**config.mk**
```make
export PLATFORM = sky130hd
export DESIGN_NAME = skip_count_ctrl
export DESIGN_NICKNAME = d
export VERILOG_FILES = /design/src/rtl/skip_count_pkg.sv /design/src/rtl/skip_count_ctrl_step.sv /design/src/rtl/skip_count_ctrl.sv
export SDC_FILE = /design/constraint.sdc
export NUM_CORES = 1
export LEC_CHECK = 0
export CAP_MARGIN = 20
export CORE_MARGIN = 4
export CORE_UTILIZATION = 35
export CTS_CLUSTER_DIAMETER = 120
export DETAILED_ROUTE_END_ITERATION = 8
export SYNTH_ARGS = -nofsm -noshare
export SYNTH_HDL_FRONTEND = slang
export SYNTH_SLANG_ARGS = --single-unit
```
**constraint.sdc**
```tcl
create_clock -name clk -period 6.3 [get_ports clk]
set_clock_uncertainty 0.1 [all_clocks]
set_input_delay 1.575 -clock clk [delete_from_list [all_inputs] [get_ports clk]]
set_output_delay 1.575 -clock clk [all_outputs]
set_load 0.005 [all_outputs]
```
**src/rtl/skip_count_pkg.sv**
```systemverilog
// skip_count_pkg: shared state encoding, reset defaults and step-result type for the skip counter.
package skip_count_pkg;
  typedef enum logic [1:0] {IDLE, RUN, HOLD, DONE} state_t;
  localparam int CW = 7;
  localparam int DEF_MAX = 98;
  localparam int DEF_DIV = 9;
  // Step fields are sized for the default count width; the top's W must equal CW.
  typedef struct packed {
    logic [CW-1:0] nxt;
    logic [CW-1:0] nres;
    logic          term;
  } step_t;
endpackage

```
**src/rtl/skip_count_ctrl_step.sv**
```systemverilog
// skip_step: combinational next count, next residue and lap-terminal flag for one RUN step.
module skip_step
  import skip_count_pkg::*;
#(
  parameter int W = CW
) (
  input  logic [W-1:0] i_cnt,
  input  logic [W-1:0] i_res,
  input  logic [W-1:0] i_max,
  input  logic [W-1:0] i_div,
  output step_t        o_step
);
  logic [W:0] w_res1;
  logic [W:0] w_nxt;
  logic       w_hit;
  // One extra bit keeps cnt+2 from wrapping below max near the top of the range.
  always_comb begin
    w_res1      = {1'b0, i_res} + (W+1)'(1);
    w_hit       = (i_div > W'(1)) && (w_res1 == {1'b0, i_div});
    w_nxt       = {1'b0, i_cnt} + (w_hit ? (W+1)'(2) : (W+1)'(1));
    o_step.nxt  = w_nxt[W-1:0];
    o_step.nres = w_hit ? W'(1) : w_res1[W-1:0];
    o_step.term = w_nxt > {1'b0, i_max};
  end
endmodule

```
**src/rtl/skip_count_ctrl.sv**
```systemverilog
// skip_count_ctrl: run-time sequencer for the skip-multiples counter with config handshake and lap tally.
module skip_count_ctrl
  import skip_count_pkg::*;
#(
  parameter int W       = skip_count_pkg::CW,
  parameter int DEF_MAX = skip_count_pkg::DEF_MAX,
  parameter int DEF_DIV = skip_count_pkg::DEF_DIV,
  parameter int LAP_W   = 8
) (
  input  logic             clk,
  input  logic             rst,
  input  logic             cfg_valid,
  output logic             cfg_ready,
  input  logic [W-1:0]     cfg_max,
  input  logic [W-1:0]     cfg_div,
  input  logic             cfg_oneshot,
  input  logic             start,
  input  logic             stop,
  input  logic             pause,
  output logic [W-1:0]     cnt,
  output logic             busy,
  output logic             tc,
  output logic             done,
  output logic [LAP_W-1:0] laps
);
  state_t           r_state;
  logic [W-1:0]     r_cnt;
  logic [W-1:0]     r_res;
  logic [W-1:0]     r_max;
  logic [W-1:0]     r_div;
  logic             r_one;
  logic             r_tc;
  logic             r_done;
  logic [LAP_W-1:0] r_laps;
  step_t            w_step;

  skip_step #(.W(W)) u_step (
    .i_cnt  (r_cnt),
    .i_res  (r_res),
    .i_max  (r_max),
    .i_div  (r_div),
    .o_step (w_step)
  );

  assign busy      = (r_state == RUN) || (r_state == HOLD);
  assign cfg_ready = (r_state == IDLE) || (r_state == DONE);
  assign cnt       = r_cnt;
  assign tc        = r_tc;
  assign done      = r_done;
  assign laps      = r_laps;

  always_ff @(posedge clk or negedge rst) begin
    if (!rst) begin
      r_state <= IDLE;
      r_cnt   <= '0;
      r_res   <= '0;
      r_max   <= W'(DEF_MAX);
      r_div   <= W'(DEF_DIV);
      r_one   <= 1'b0;
      r_tc    <= 1'b0;
      r_done  <= 1'b0;
      r_laps  <= '0;
    end else begin
      r_tc <= 1'b0;
      if (cfg_valid && cfg_ready) begin
        r_max <= cfg_max;
        r_div <= cfg_div;
        r_one <= cfg_oneshot;
      end
      // stop outranks start everywhere, so a stop in IDLE/DONE just swallows a start.
      if (stop) begin
        if (busy) begin
          r_state <= IDLE;
          r_cnt   <= '0;
          r_res   <= '0;
        end
      end else if (start) begin
        r_state <= RUN;
        r_cnt   <= '0;
        r_res   <= '0;
        r_laps  <= '0;
        r_done  <= 1'b0;
      end else if (r_state == RUN && pause) begin
        r_state <= HOLD;
      end else if (r_state == HOLD && !pause) begin
        r_state <= RUN;
      end else if (r_state == RUN) begin
        if (w_step.term) begin
          r_tc   <= 1'b1;
          r_laps <= &r_laps ? r_laps : r_laps + LAP_W'(1);
          if (r_one) begin
            r_state <= DONE;
            r_done  <= 1'b1;
          end else begin
            r_cnt <= '0;
            r_res <= '0;
          end
        end else begin
          r_cnt <= w_step.nxt;
          r_res <= w_step.nres;
        end
      end
    end
  end
endmodule

```
==> results.cfg <==
[critical_path]
ff2ff_path_depth = 16
cp.arrival_ps = 5260
worst-path-max-fanout = 16
critPathCapture = cnt[3]
rr_endpoint = cnt[3]
end_kind = flop
worstSetupStartpointType = flop
r2r_start = r_res[0]
worst_ep_required_time_ps = 6440
worstSetupPathType = flop to flop
crit_path_start = r_res[0]
r2r_slack_ps = 1190

[routing]
drtIter0Drc = 131
finalWirelength_mm = 6.03
via_count = 2203
wire_per_inst_um = 14.9
drtPass1Iterations = 4
drcViolationCount = 0
antenna_left = 0
avgViaCountPerCell = 5.43

[layout]
nets = 342
drive_above_1_share = 0.114
final_cell_area_um2 = 3160
finalCoreUtilization = 0.433
area_growth_pct = 20.3
multi_input_area_um2 = 1460
nFillCells = 755
seqCellArea_um2 = 1030
fin_cells = 406
antenna_cells = 0

[synth]
synth_warnings = 0
async_flop_share = 1.00
yosysUniqueCellTypes = 61
synth_cells = 270
ys_seq_elements = 41
synthFlopType = dfrtp_1
synth_nets = 306
ys_seq_area_frac = 0.393
synth_edf_count = 0
netlist_area_um2 = 2630
syn_avg_cell_area_um2 = 9.73

[timing]
slew_violations = 0
setup_viol = 0
rsz0062_at_grt = false
period_needed_ps = 5110
fin_crit_sh = 0.812
setup_tns_ps = 0
maxSlewHeadroom = 0.381
max_freq_mhz = 196
report.final.hold_viol_count = 0
tightest_slew_ps = 928

[power]
ir_drop_mv = 0.189
leakagePower_uw = 0.00140
power_density_nw_per_um2 = 326

[cts]
post_cts_buffers = 0
cts_buffer_depth = 2
clock_sinks = 41
clock_latency_ps = 300
cts_tree = built
h-tree-depth = 2
clk_pin_slew_ps = 80
cts_buffers = 5
cts_hold_buf = 0
clockRootBuffer = clkbuf_8
cts_resized = 0

[placed_design]
dpl_cell_area_um2 = 3080
portBuffers = 39
dp_cells = 398
dp_hpwl_mm = 4.37
gp_congestion = 0.861

[min_path]
hp-class = flop to flop
whs_path_depth = 2

[run]
maxCapViolCount = 0

[grt]
grt_pass1_vias = 2168
gr-usage-all-layers = 0.141
grt_max_degree = 42
grt_pass1_wl_mm = 9.99
grt-ovfl-total = 0
grt_antenna_before_repair = 0

[floorplanning]
rows = 31
coreArea_um2 = 7290
initial_utilization = 0.360
ios = 40
die-area_um2 = 8950
die_y_um = 94.6
die_w_um = 94.6

[run_status]
status = completed
[area by class of cell]
class                           instances  share of cell area
Multi-Input combinational cell        198               0.461
Sequential cell                        41               0.327
Timing Repair Buffer                   39               0.122
Tap cell                               99              0.0392
Inverter                               21              0.0250
Clock buffer                            7              0.0242
Clock inverter                          1             0.00158
[logic make-up after synthesis]
kind of cell / synth area share
AND/OR/NAND/NOR: 0.162
AO/OA/AOI/OAI: 0.203
flip-flops: 0.393
buffers and inverters: 0.0519
multiplexers: 0.0719
adder cells (fa/ha/maj): 0.0743
XOR/XNOR: 0.0429
[state kept, by name, indices dropped and copies added (netlist names)]
| signal | flops |
|---|---|
| r_res | 7 |
| r_state | 2 |
| r_one | 1 |
| tc | 1 |
| done | 1 |
| laps | 8 |
| r_max | 7 |
| cnt | 7 |
| r_div | 7 |
[worst max-delay path, cell delays in order (launching register included)]
cell and delay, ps:
dfrtp_1 430, ha_1 280, and2_2 200, o21ai_0 170
a31oi_1 110, or4_4 560, fa_1 480, nand3b_1 230
nor2_1 150, xor2_1 210, ha_1 290, and3_1 190
a221oi_1 280, a21oi_1 130, a311o_1 570, nor2_1 470
a22o_1 210
[cells in the final DEF (no fill, tap or decap), types with 2 or more instances in the layout]
| cell type | netlist | final |
|---|---|---|
| a211oi_1 | 3 | 3 |
| a21o_1 | 5 | 5 |
| a21oi_1 | 12 | 12 |
| a22o_1 | 11 | 11 |
| a311oi_1 | 2 | 2 |
| a31o_1 | 2 | 2 |
| a31oi_1 | 2 | 2 |
| and2_1 | 2 | 2 |
| and3_1 | 5 | 5 |
| clkbuf_1 | 6 | 2 |
| clkbuf_8 | 0 | 5 |
| clkdlybuf4s50_1 | 0 | 38 |
| dfrtp_1 | 36 | 36 |
| dfstp_2 | 5 | 5 |
| ha_1 | 14 | 14 |
| inv_1 | 20 | 20 |
| mux2_2 | 15 | 15 |
| mux2i_1 | 2 | 2 |
| nand2_1 | 17 | 17 |
| nand2b_1 | 2 | 2 |
| nand3_1 | 8 | 8 |
| nand3b_1 | 3 | 3 |
| nand4_1 | 5 | 5 |
| nand4b_1 | 2 | 2 |
| nor2_1 | 19 | 19 |
| nor2b_1 | 4 | 4 |
| nor3_1 | 6 | 6 |
| o211a_1 | 2 | 2 |
| o21ai_0 | 12 | 12 |
| o311ai_0 | 4 | 4 |
| o31ai_1 | 2 | 2 |
| xnor2_1 | 8 | 8 |
| xor2_1 | 3 | 3 |
[cell usage after synthesis (6+ instances only)]
cell / n / area, um^2
inv_1: 20 / 75.1
nor2_1: 19 / 71.3
mux2_2: 15 / 169
a21oi_1: 12 / 60.1
xnor2_1: 8 / 70.1
nand2_1: 17 / 63.8
dfrtp_1: 36 / 901
nor3_1: 6 / 30.0
ha_1: 14 / 175
clkbuf_1: 6 / 22.5
o21ai_0: 12 / 60.1
a22o_1: 11 / 96.3
nand3_1: 8 / 40.0
[power breakdown]
| group | switching, uW | internal, uW | total [uW] |
|---|---|---|---|
| clock | 92.0 | 77.9 | 170 |
| sequential | 65.5 | 347 | 413 |
| combinational | 218 | 228 | 446 |
[worst min-delay path by stage]
stage                  start       end  slack (ps)
finish                  done      done         400
global route        r_max[4]  r_max[4]         440
CTS                     done      done         410
detailed placement      done      done         390
global placement        done      done         390
floorplan           r_res[1]  r_res[1]         370
[through the flow]
step	power, uW	hold slack [ps]	setup slack [ps]
2_1_floorplan	720	368	1610
3_3_place_gp	862	385	1320
5_1_grt	1120	439	798
4_1_cts	1040	410	1200
6_report	1030	404	1190
3_5_place_dp	870	388	1230
[metal layers]
| metal | vias up | GRT usage | wire [um] |
|---|---|---|---|
| li1 | 1061 | - | - |
| met5 | - | 0 | 0 |
| met2 | 52 | 0.231 | 2920 |
| met3 | 14 | 0.0327 | 224 |
| met1 | 1076 | 0.178 | 2760 |
| met4 | 0 | 0.0565 | 123 |
Note: power is estimated with default switching activity, not from simulation.
==> RTL edit, RTL diff (same settings) <==
The 4 states of `state_t` get a one-hot encoding in 4 bits.
--- a/src/rtl/skip_count_pkg.sv
+++ b/src/rtl/skip_count_pkg.sv
@@ -1,5 +1,5 @@
 // skip_count_pkg: shared state encoding, reset defaults and step-result type for the skip counter.
 package skip_count_pkg;
-  typedef enum logic [1:0] {IDLE, RUN, HOLD, DONE} state_t;
+  typedef enum logic [3:0] {IDLE = 4'b0001, RUN = 4'b0010, HOLD = 4'b0100, DONE = 4'b1000} state_t;
   localparam int CW = 7;
   localparam int DEF_MAX = 98;
Behaviour: no difference found for any inputs over 4 cycles, from zero or initial values and one cycle with rst low; so few cycles prove little.
==> RTL edit against the unedited design <==
  * Setup slack gained 0.027 ns
  * Final area grew 3.8%
  * Sequential cell count grew 2
  * Via count shrank 0.95%
  * Wire length is essentially flat
  * Synthesized cell count grew 3.3%
  * Non-clock buffer count grew 1
  * Sequential power shrank 1%
  * Power shrank 9.6%
  * Sequential share of layout area grew 0.37 points
  * Area after synthesis grew 3.2%
  * Hold slack gained 0.0040 ns
  * Largest power group is now sequential cells
==> RTL edit: results (changes against the unedited design) <==
status=completed; met2 Usage GRT=0.209 (-0.0215); met1 global-route usage=0.199 (+0.0212); WL/cell=14.6 um (-1.6%); vias in the first global route=2096 (-3.3%); Worst R2R End=laps[7]$_DFFE_PN0P_; Slew HR=0.495 (+0.114); dpl hpwl=4.39 mm (+0.46%); Place WS=1.25 ns (+0.0148 ns); CP arrival=5.22 ns (-0.04 ns); Netlist cell types=57 (-6.6%); Iter 0 DRT Violations=197 (+50%); Post-synth top cells=dfrtp_1, inv_1, nand2_1; Max FO, Critical Path=11 (-5); Via density=5.28 (-2.6%); Max VDD drop=0.123 mV (-35%); largest net degree at the start of global routing=44 (+4.8%); met3 global-route usage=0.0266 (-0.00609); first-pass GRT wire length=10.1 mm (+1.1%); Seq/Total Area, Yosys=0.400 (+0.00659); Critical Path Slowest Stage Cell=nor2b_1; leakage dissipation=1.44 nW (+2.6%); FMAX=197 MHz (+0.53%); reg2reg setup slack=1.21 ns (+0.03 ns); Synth Net Count=312 (+2.0%); synth top area cells=dfrtp_1, mux2_2, dfstp_2; setup TNS=0 ns (unchanged); routability cong.=0.800 (-7.0%); Global Route Usage Sum=0.140 (-0.000900)
-- RTL edit: worst min path at each step --
stage	to	slack (ns)	depth (start not counted)
final	r_max[2]$_DFFE_PN0P_	0.41	1
after global routing	r_max[2]$_DFFE_PN0P_	0.43	1
after CTS	r_max[2]$_DFFE_PN0P_	0.42	1
after detailed placement	r_max[2]$_DFFE_PN0P_	0.40	1
after global placement	r_max[2]$_DFFE_PN0P_	0.39	1
after floorplan	r_max[2]$_DFFE_PN0P_	0.38	1
-- RTL edit: logic make-up after synthesis --
family,Yosys count,synth area share
multiplexers,15,0.0623
AO/OA/AOI/OAI,74,0.207
flip-flops,43,0.400
XOR/XNOR,14,0.0452
adder cells (fa/ha/maj),12,0.0581
AND/OR/NAND/NOR,81,0.168
buffers and inverters,40,0.0600
-- RTL edit: layer usage --
metal	part of all wire	wire length, um	vias to the layer above
li1	-	-	1094
met1	0.50	3040	1039
met2	0.44	2660	44
met3	0.044	267	5
met4	0.012	70	0
met5	0	0	-
-- RTL edit: cell type report --
type / count / area (um^2)
multi-input combinational: 196 / 1470
timing repair buffer: 40 / 405
sequential: 43 / 1080
clock buffer: 8 / 100
tap: 99 / 124
inverter: 27 / 101
fill: 730 / 4130
-- RTL edit: power by group --
group	total [W]	switching, W	internal (W)
clock	0.000195	0.0000947	0.000100
combinational	0.000329	0.000162	0.000168
sequential	0.000407	0.0000582	0.000348
-- RTL edit: through the flow --
step                      std cells  area, um^2   util  hold slack, ns
after floorplan                 279        2710      -           0.379
after global placement          404        3160  0.426           0.391
after detailed placement        404        3160  0.426           0.397
after CTS                       412        3260  0.440           0.416
after global routing            413        3280  0.443           0.432
final                           413        3280  0.443           0.408
